### src/rtl/weight_seq_ctrl.sv
// weight_seq_ctrl: walks the shared 19x128b weight memory through eight
// layers, offering one column per valid/ready beat with a per-layer ack.
module weight_seq_ctrl #(
  parameter int ADDR_W    = 5,
  parameter int N_LAYERS  = 8,
  parameter int LAST_ADDR = 18
) (
  input  logic              Clock,
  input  logic              Res,
  input  logic              Start,
  input  logic              Load_w,
  input  logic              Abort,
  input  logic              W_ready,
  input  logic              Layer_ack,
  output logic              En_w_mem,
  output logic [ADDR_W-1:0] Addr_mem_w,
  output logic              W_valid,
  output logic [2:0]        Layer_idx,
  output logic [1:0]        Col_idx,
  output logic              Layer_end,
  output logic              Busy,
  output logic              Done
);

  typedef enum logic [2:0] {
    S_IDLE,
    S_LOAD,
    S_RUN,
    S_LWAIT,
    S_DONE
  } state_t;

  localparam logic [2:0] LAST_L = 3'(N_LAYERS - 1);

  state_t state;

  // Base address of each layer; L8 ends on the final memory word.
  function automatic logic [ADDR_W-1:0] base_of(input logic [2:0] l);
    case (l)
      3'd0:    base_of = ADDR_W'(0);
      3'd1:    base_of = ADDR_W'(4);
      3'd2:    base_of = ADDR_W'(6);
      3'd3:    base_of = ADDR_W'(7);
      3'd4:    base_of = ADDR_W'(8);
      3'd5:    base_of = ADDR_W'(9);
      3'd6:    base_of = ADDR_W'(11);
      default: base_of = ADDR_W'(LAST_ADDR - 3);
    endcase
  endfunction

  function automatic logic [1:0] last_col(input logic [2:0] l);
    case (l)
      3'd0:    last_col = 2'd3;
      3'd1:    last_col = 2'd1;
      3'd2:    last_col = 2'd0;
      3'd3:    last_col = 2'd0;
      3'd4:    last_col = 2'd0;
      3'd5:    last_col = 2'd1;
      3'd6:    last_col = 2'd3;
      default: last_col = 2'd3;
    endcase
  endfunction

  always_ff @(posedge Clock) begin
    if (Res || (Abort && state != S_IDLE)) begin
      state      <= S_IDLE;
      En_w_mem   <= 1'b0;
      Addr_mem_w <= '0;
      W_valid    <= 1'b0;
      Layer_idx  <= '0;
      Col_idx    <= '0;
      Layer_end  <= 1'b0;
      Busy       <= 1'b0;
      Done       <= 1'b0;
    end else begin
      En_w_mem <= 1'b0;
      Done     <= 1'b0;
      unique case (state)
        S_IDLE: begin
          if (Start && Load_w) begin
            state    <= S_LOAD;
            En_w_mem <= 1'b1;
            Busy     <= 1'b1;
          end else if (Start) begin
            state      <= S_RUN;
            W_valid    <= 1'b1;
            Busy       <= 1'b1;
            Layer_idx  <= '0;
            Col_idx    <= '0;
            Addr_mem_w <= base_of(3'd0);
            Layer_end  <= (last_col(3'd0) == 2'd0);
          end
        end
        S_LOAD: begin
          state      <= S_RUN;
          W_valid    <= 1'b1;
          Layer_idx  <= '0;
          Col_idx    <= '0;
          Addr_mem_w <= base_of(3'd0);
          Layer_end  <= (last_col(3'd0) == 2'd0);
        end
        S_RUN: begin
          if (W_ready) begin
            if (Layer_end) begin
              state     <= S_LWAIT;
              W_valid   <= 1'b0;
              Layer_end <= 1'b0;
            end else begin
              Col_idx    <= Col_idx + 2'd1;
              Addr_mem_w <= Addr_mem_w + ADDR_W'(1);
              Layer_end  <= ((Col_idx + 2'd1) == last_col(Layer_idx));
            end
          end
        end
        S_LWAIT: begin
          if (Layer_ack) begin
            if (Layer_idx == LAST_L) begin
              state <= S_DONE;
              Done  <= 1'b1;
            end else begin
              state      <= S_RUN;
              W_valid    <= 1'b1;
              Layer_idx  <= Layer_idx + 3'd1;
              Col_idx    <= '0;
              Addr_mem_w <= base_of(Layer_idx + 3'd1);
              Layer_end  <= (last_col(Layer_idx + 3'd1) == 2'd0);
            end
          end
        end
        S_DONE: begin
          state      <= S_IDLE;
          Busy       <= 1'b0;
          Layer_idx  <= '0;
          Col_idx    <= '0;
          Addr_mem_w <= '0;
        end
        default: state <= S_IDLE;
      endcase
    end
  end

endmodule

### config.mk
export PLATFORM = sky130hd
export DESIGN_NAME = weight_seq_ctrl
export DESIGN_NICKNAME = d
export VERILOG_FILES = /design/src/rtl/weight_seq_ctrl.sv
export SDC_FILE = /design/constraint.sdc
export NUM_CORES = 1
export LEC_CHECK = 0
export BUFFER_PORTS_ARGS = -buffer_cell sky130_fd_sc_hd__buf_2
export CAP_MARGIN = 20
export CORE_UTILIZATION = 54
export CTS_BUF_LIST = sky130_fd_sc_hd__clkbuf_16
export DETAILED_ROUTE_END_ITERATION = 12
export GPL_TIMING_DRIVEN = 0
export PLACE_DENSITY = 0.81
export SYNTH_ARGS = -nofsm -noshare
export SYNTH_HDL_FRONTEND = slang
export SYNTH_SLANG_ARGS = --single-unit
### constraint.sdc
create_clock -name Clock -period 2.36 [get_ports Clock]
set_clock_uncertainty 0.05 [all_clocks]
set_input_delay 0.354 -clock Clock [delete_from_list [all_inputs] [get_ports Clock]]
set_output_delay 0.354 -clock Clock [all_outputs]
set_load 0.02 [all_outputs]
After elaboration in Yosys (flattened, before gate mapping) --
Index checks and enable logic that the tools add are counted.
Word-level totals: flip-flop bits (word level) 18, logic and storage cells 119
Cells by class: add/sub/neg operators 3, eq/ne operators 25, muxes and demuxes 55, bitwise gates (word level) 3, reductions and logical operators 24
Operators by type and width (count):
- two-way mux 3 bit | 10
- two-way mux 5 bit | 6
- two-way mux 2 bit | 14
- case mux 4 bit (7 select lines) | 1
- == test 3 bit, second input constant | 7
- case mux 5 bit (4 select lines) | 1
- == test 3 x 2 -> 1 bit, second input constant | 6
- two-way mux 1 bit | 15
- inequality test 2 bit, second input constant | 7
- AND reduction 7 bit | 2
- case mux 3 bit (4 select lines) | 1
- == test 3 x 1 -> 1 bit, second input constant | 3
- case mux 3 bit (3 select lines) | 1
- OR reduction 3 bit | 3
- case mux 1 bit (4 select lines) | 2
- case mux 2 bit (2 select lines) | 2
- case mux 2 bit (4 select lines) | 1
- nonzero test 4 bit | 2
- OR reduction 2 bit | 4
- zero test 3 bit | 2
- AND reduction 6 bit | 1
- nonzero test 3 bit | 2
- adder 5 x 1 -> 5 bit, second input constant | 1
- AND reduction 5 bit | 1
- other kinds (12) | 15

Logic depth before layout (Yosys ltp) --
depth after elaboration 12, gate-level depth with buffers 7, depth with buffers taken out 7

Worst setup path after synthesis --
No wires, ideal clock.
path kind register -> register, from reg Layer_idx[1], to reg Layer_end, library setup time 0.117 ns, data arrival time 1.848 ns, required time 2.193 ns, path slack 0.345 ns, stages on the path, launching flop included 7, buffers on the path 0, period minus slack after synthesis 2.015 ns, path through dfxtp_1 > inv_1 > ha_1 > or4_1 > a32o_1 > mux2i_1 > nor2_1
Between the ends: longest elaborated chain between the ends 12
Ends and longest elaborated chain:
- start: declaration | RTL line 18 | output logic [2:0] Layer_idx,
- start signal: assignment | RTL line 123 | Layer_idx <= Layer_idx + 3'd1;
- adder 3 x 1 -> 3 bit | RTL line 126 | Layer_end <= (last_col(Layer_idx + 3'd1) == 2'd0);
- == test 3 bit, or another cell as far along | RTL line 52 | case (l)
- OR reduction 3 bit (no source line) / OR reduction 2 bit (equally long branches)
- case mux 2 bit (2 select lines) | RTL line 52
- two-way mux 2 bit | RTL line 117 | if (Layer_idx == LAST_L) begin
- two-way mux 2 bit | RTL line 116 | if (Layer_ack) begin
- two-way mux 2 bit | RTL line 78 | unique case (state)
- two-way mux 2 bit | RTL line 65 | if (Res || (Abort && state != S_IDLE)) begin
- zero test 2 bit | RTL line 126
- two-way mux 1 bit | RTL line 117
- two-way mux 1 bit | RTL line 116
- case mux 1 bit (4 select lines) | RTL line 78
- end signal: assignment | RTL line 91 | Layer_end <= (last_col(3'd0) == 2'd0);
- end signal: assignment | RTL line 111 | Layer_end <= ((Col_idx + 2'd1) == last_col(Layer_idx));
- end signal: assignment | RTL line 126
- end: declaration | RTL line 20 | output logic Layer_end,
Several ways; a longest one is shown, not always the timed one. The select of a mux whose other input is x is not followed. A chain may end at the register's enable or synchronous reset.

Worst setup path in the final report --
Same ends and word-level chain as after synthesis.

==> flow_summary.json <==
{
  "max_stage_delay_ns": 0.52,
  "fmax_mhz": 480.3,
  "muxShareOfSynthArea_pct": 6.722,
  "regArea_um2": 360.3,
  "fill_cells": 185,
  "tightest_slew_ns": 0.5112,
  "final_area_um2": 1428,
  "synth_compound_area_share_pct": 21.92,
  "synthTopCellsByCount": "18 x dfxtp_1, 18 x nor2_1, 13 x a21oi_1",
  "numPortBuffers": 21,
  "wl_um": 2775,
  "rsz0062_at_grt": "false",
  "rows": 16,
  "first_iter_violations": 18,
  "max-vdd-ir-drop_mv": 0.5010,
  "coreArea_um2": 2042,
  "drc": 0,
  "grt_pass1_vias": 1098,
  "grt_max_degree": 11,
  "io_pins": 22,
  "clk_path_buf_depth": 2,
  "fp.dieW_um": 49.34,
  "synthAdderAreaFrac_pct": 10.34,
  "insertion_delay_ns": 0.25,
  "yosysTopAreaCell": "dfxtp_1",
  "multi_input_area_um2": 778.2,
  "start_util_pct": 59.25,
  "syn_nets": 158,
  "clk_pin_slew_worst_paths_ns": 0.05,
  "instances_no_fill": 193,
  "routed_via_density": 5.772,
  "gp_congestion": 0.8917,
  "antenna_cells": 0,
  "layout.nets": 184,
  "critPathMaxFanout": 9,
  "ys_ff_latch": 18,
  "synth_top_family_by_area": "simple AND/OR/NAND/NOR gates",
  "antenna_found_initial": 0,
  "cts_made_buffers": 3,
  "grt_pass1_wl_um": 4809,
  "worst_ep_arrival_time_ns": 2.17,
  "slew_violations": 0,
  "finalSetupTns_ns": 0,
  "synth-simple-area-share_pct": 24.61,
  "crit_chain": "inv_1, ha_1, or4_1, a32o_1, mux2i_1, nor2_1",
  "outcome": "complete, no violations",
  "crit_slowest_cell": "or4_1",
  "die_h_um": 49.34,
  "place_inst": 189,
  "cts_tree": "done",
  "yosys.area_share.xor_xnor_pct": 0.7239,
  "worstSetupPathType": "flip-flop to flip-flop",
  "ant_nets": 0,
  "slew_headroom_pct": 65.92,
  "ys_seq_area_share_pct": 29.78,
  "clkSinkCount": 18,
  "start_kind": "flip-flop",
  "grt_util_all_layers_pct": 25.69,
  "overflow": 0,
  "hpwl_um": 2022,
  "vias": 1114,
  "yosysTopAreaCellShare_pct": 29.78,
  "crit_buf_inv": 1,
  "fin_ws_ns": 0.2778,
  "syn2layout_area_growth_pct": 17.99,
  "cts-resized-gates": 0,
  "root_buffer": "clkbuf_16",
  "async_flop_share_pct": 0,
  "fin_crit_sh_pct": 88.23,
  "fp.dieArea_um2": 2434,
  "cpLargestDelayFamily": "simple AND/OR/NAND/NOR gates",
  "yosysWarnings": 0,
  "synth_edf_count": 0,
  "wl_per_cell_um": 14.38,
  "required_ns": 2.45,
  "synth.top_cells.by_area": "dfxtp_1 30%, ha_1 10%, mux2i_1 5.8%",
  "drt_first_pass_iters": 4,
  "min_period_ns": 2.082,
  "critPathCaptureType": "flip-flop",
  "p_per_area_nw_per_um2": 685.9,
  "synthCells": 141,
  "synth_area_um2": 1210,
  "hold_class": "input pin to flip-flop",
  "rrSetupSlack_ns": 0.28,
  "max-cap-violations": 0,
  "dpl_cell_area_um2": 1349,
  "setup_viol": 0,
  "ys_types": 49,
  "leakagePower_nw": 0.6072,
  "synth-main-ff-cell": "dfxtp_1",
  "ctsHoldBuffers": 0,
  "layout-drive-gt1-share_pct": 24.10,
  "cts_setup_buffers": 0,
  "htree_levels": 1,
  "dp_slack_ns": 0.3107,
  "synth_area_per_cell_um2": 8.581,
  "hold_viol": 0
}
-- registers in the layout, summed over array words and instances, names as in the netlist --
register	count
Addr_mem_w	5
Layer_idx	3
state	3
Col_idx	2
Busy	1
Done	1
En_w_mem	1
Layer_end	1
W_valid	1
-- worst register-to-register path, stage by stage (launching register included) --
cell,delay [ns]
dfxtp_1,0.48
inv_1,0.14
ha_1,0.27
or4_1,0.52
a32o_1,0.28
mux2i_1,0.19
nor2_1,0.05
-- logic make-up after synthesis --
kind of cell               Yosys count
AOI/OAI and AO/OA                   35
xor gates and xnor gates             1
DFF                                 18
adders and majority gates           10
and+or+nand+nor                     56
buffers and inverters               13
muxes                                8
-- path summary, 6_finish.rpt --
check / endpoint / start / cells after the start
hold / removal: En_w_mem / Res / 2
hold reg to reg: W_valid / W_valid / 2
setup / recovery: Layer_end / Layer_idx[1] / 6
setup reg to reg: Layer_end / Layer_idx[1] / 6
-- metrics by stage --
stage / power (W) / util [%] / hold slack [ns]
after floorplan: 0.0005758 / - / 0.3829
after global placement: 0.0006322 / 66.05 / 0.3925
after detailed placement: 0.0006403 / 66.05 / 0.4199
after CTS: 0.0009795 / 69.91 / 0.2581
after global routing: 0.001025 / 69.91 / 0.2696
final: 0.0009792 / 69.91 / 0.2577
-- cell usage in the layout (no fill, tap or decap), drive strengths merged, types with 2 or more instances in the layout --
cell type and count:
nand2 10, nor2b 2, mux2i 7, a2111oi 2
o21ai 5, inv 7, nor4 2, clkbuf 4
dfxtp 18, buf 26, nand3 4, nor3 5
a211oi 2, or3 5, nor2 18, a21oi 13
and2b 2, o41ai 2, o22ai 2, ha 10
-- routing by layer --
metal / up-vias / wire length [um] / GRT usage, %
met1: 515 / 1269 / 30.67
met2: 26 / 1333 / 43.38
li1: 562 / - / -
met4: 0 / 65 / 12.25
met3: 11 / 107 / 5.296
met5: - / 0 / 0
-- power breakdown --
group          internal (W)  switching, W  leakage [nW]  total, W
clock network      0.000225      0.000115        0.0385  0.000340
registers          0.000326     0.0000174         0.146  0.000343
logic              0.000124      0.000173         0.423  0.000296
-- final cells by class --
class | instances | area share [%]
clock buffer | 3 | 5.259
clock inverter | 1 | 0.2629
inverter | 7 | 1.840
tap | 27 | 2.366
multi-input combinational | 110 | 54.51
buffer | 6 | 3.155
sequential | 18 | 25.24
timing repair buffer | 21 | 7.362
Power figures use the tool's default switching activity.
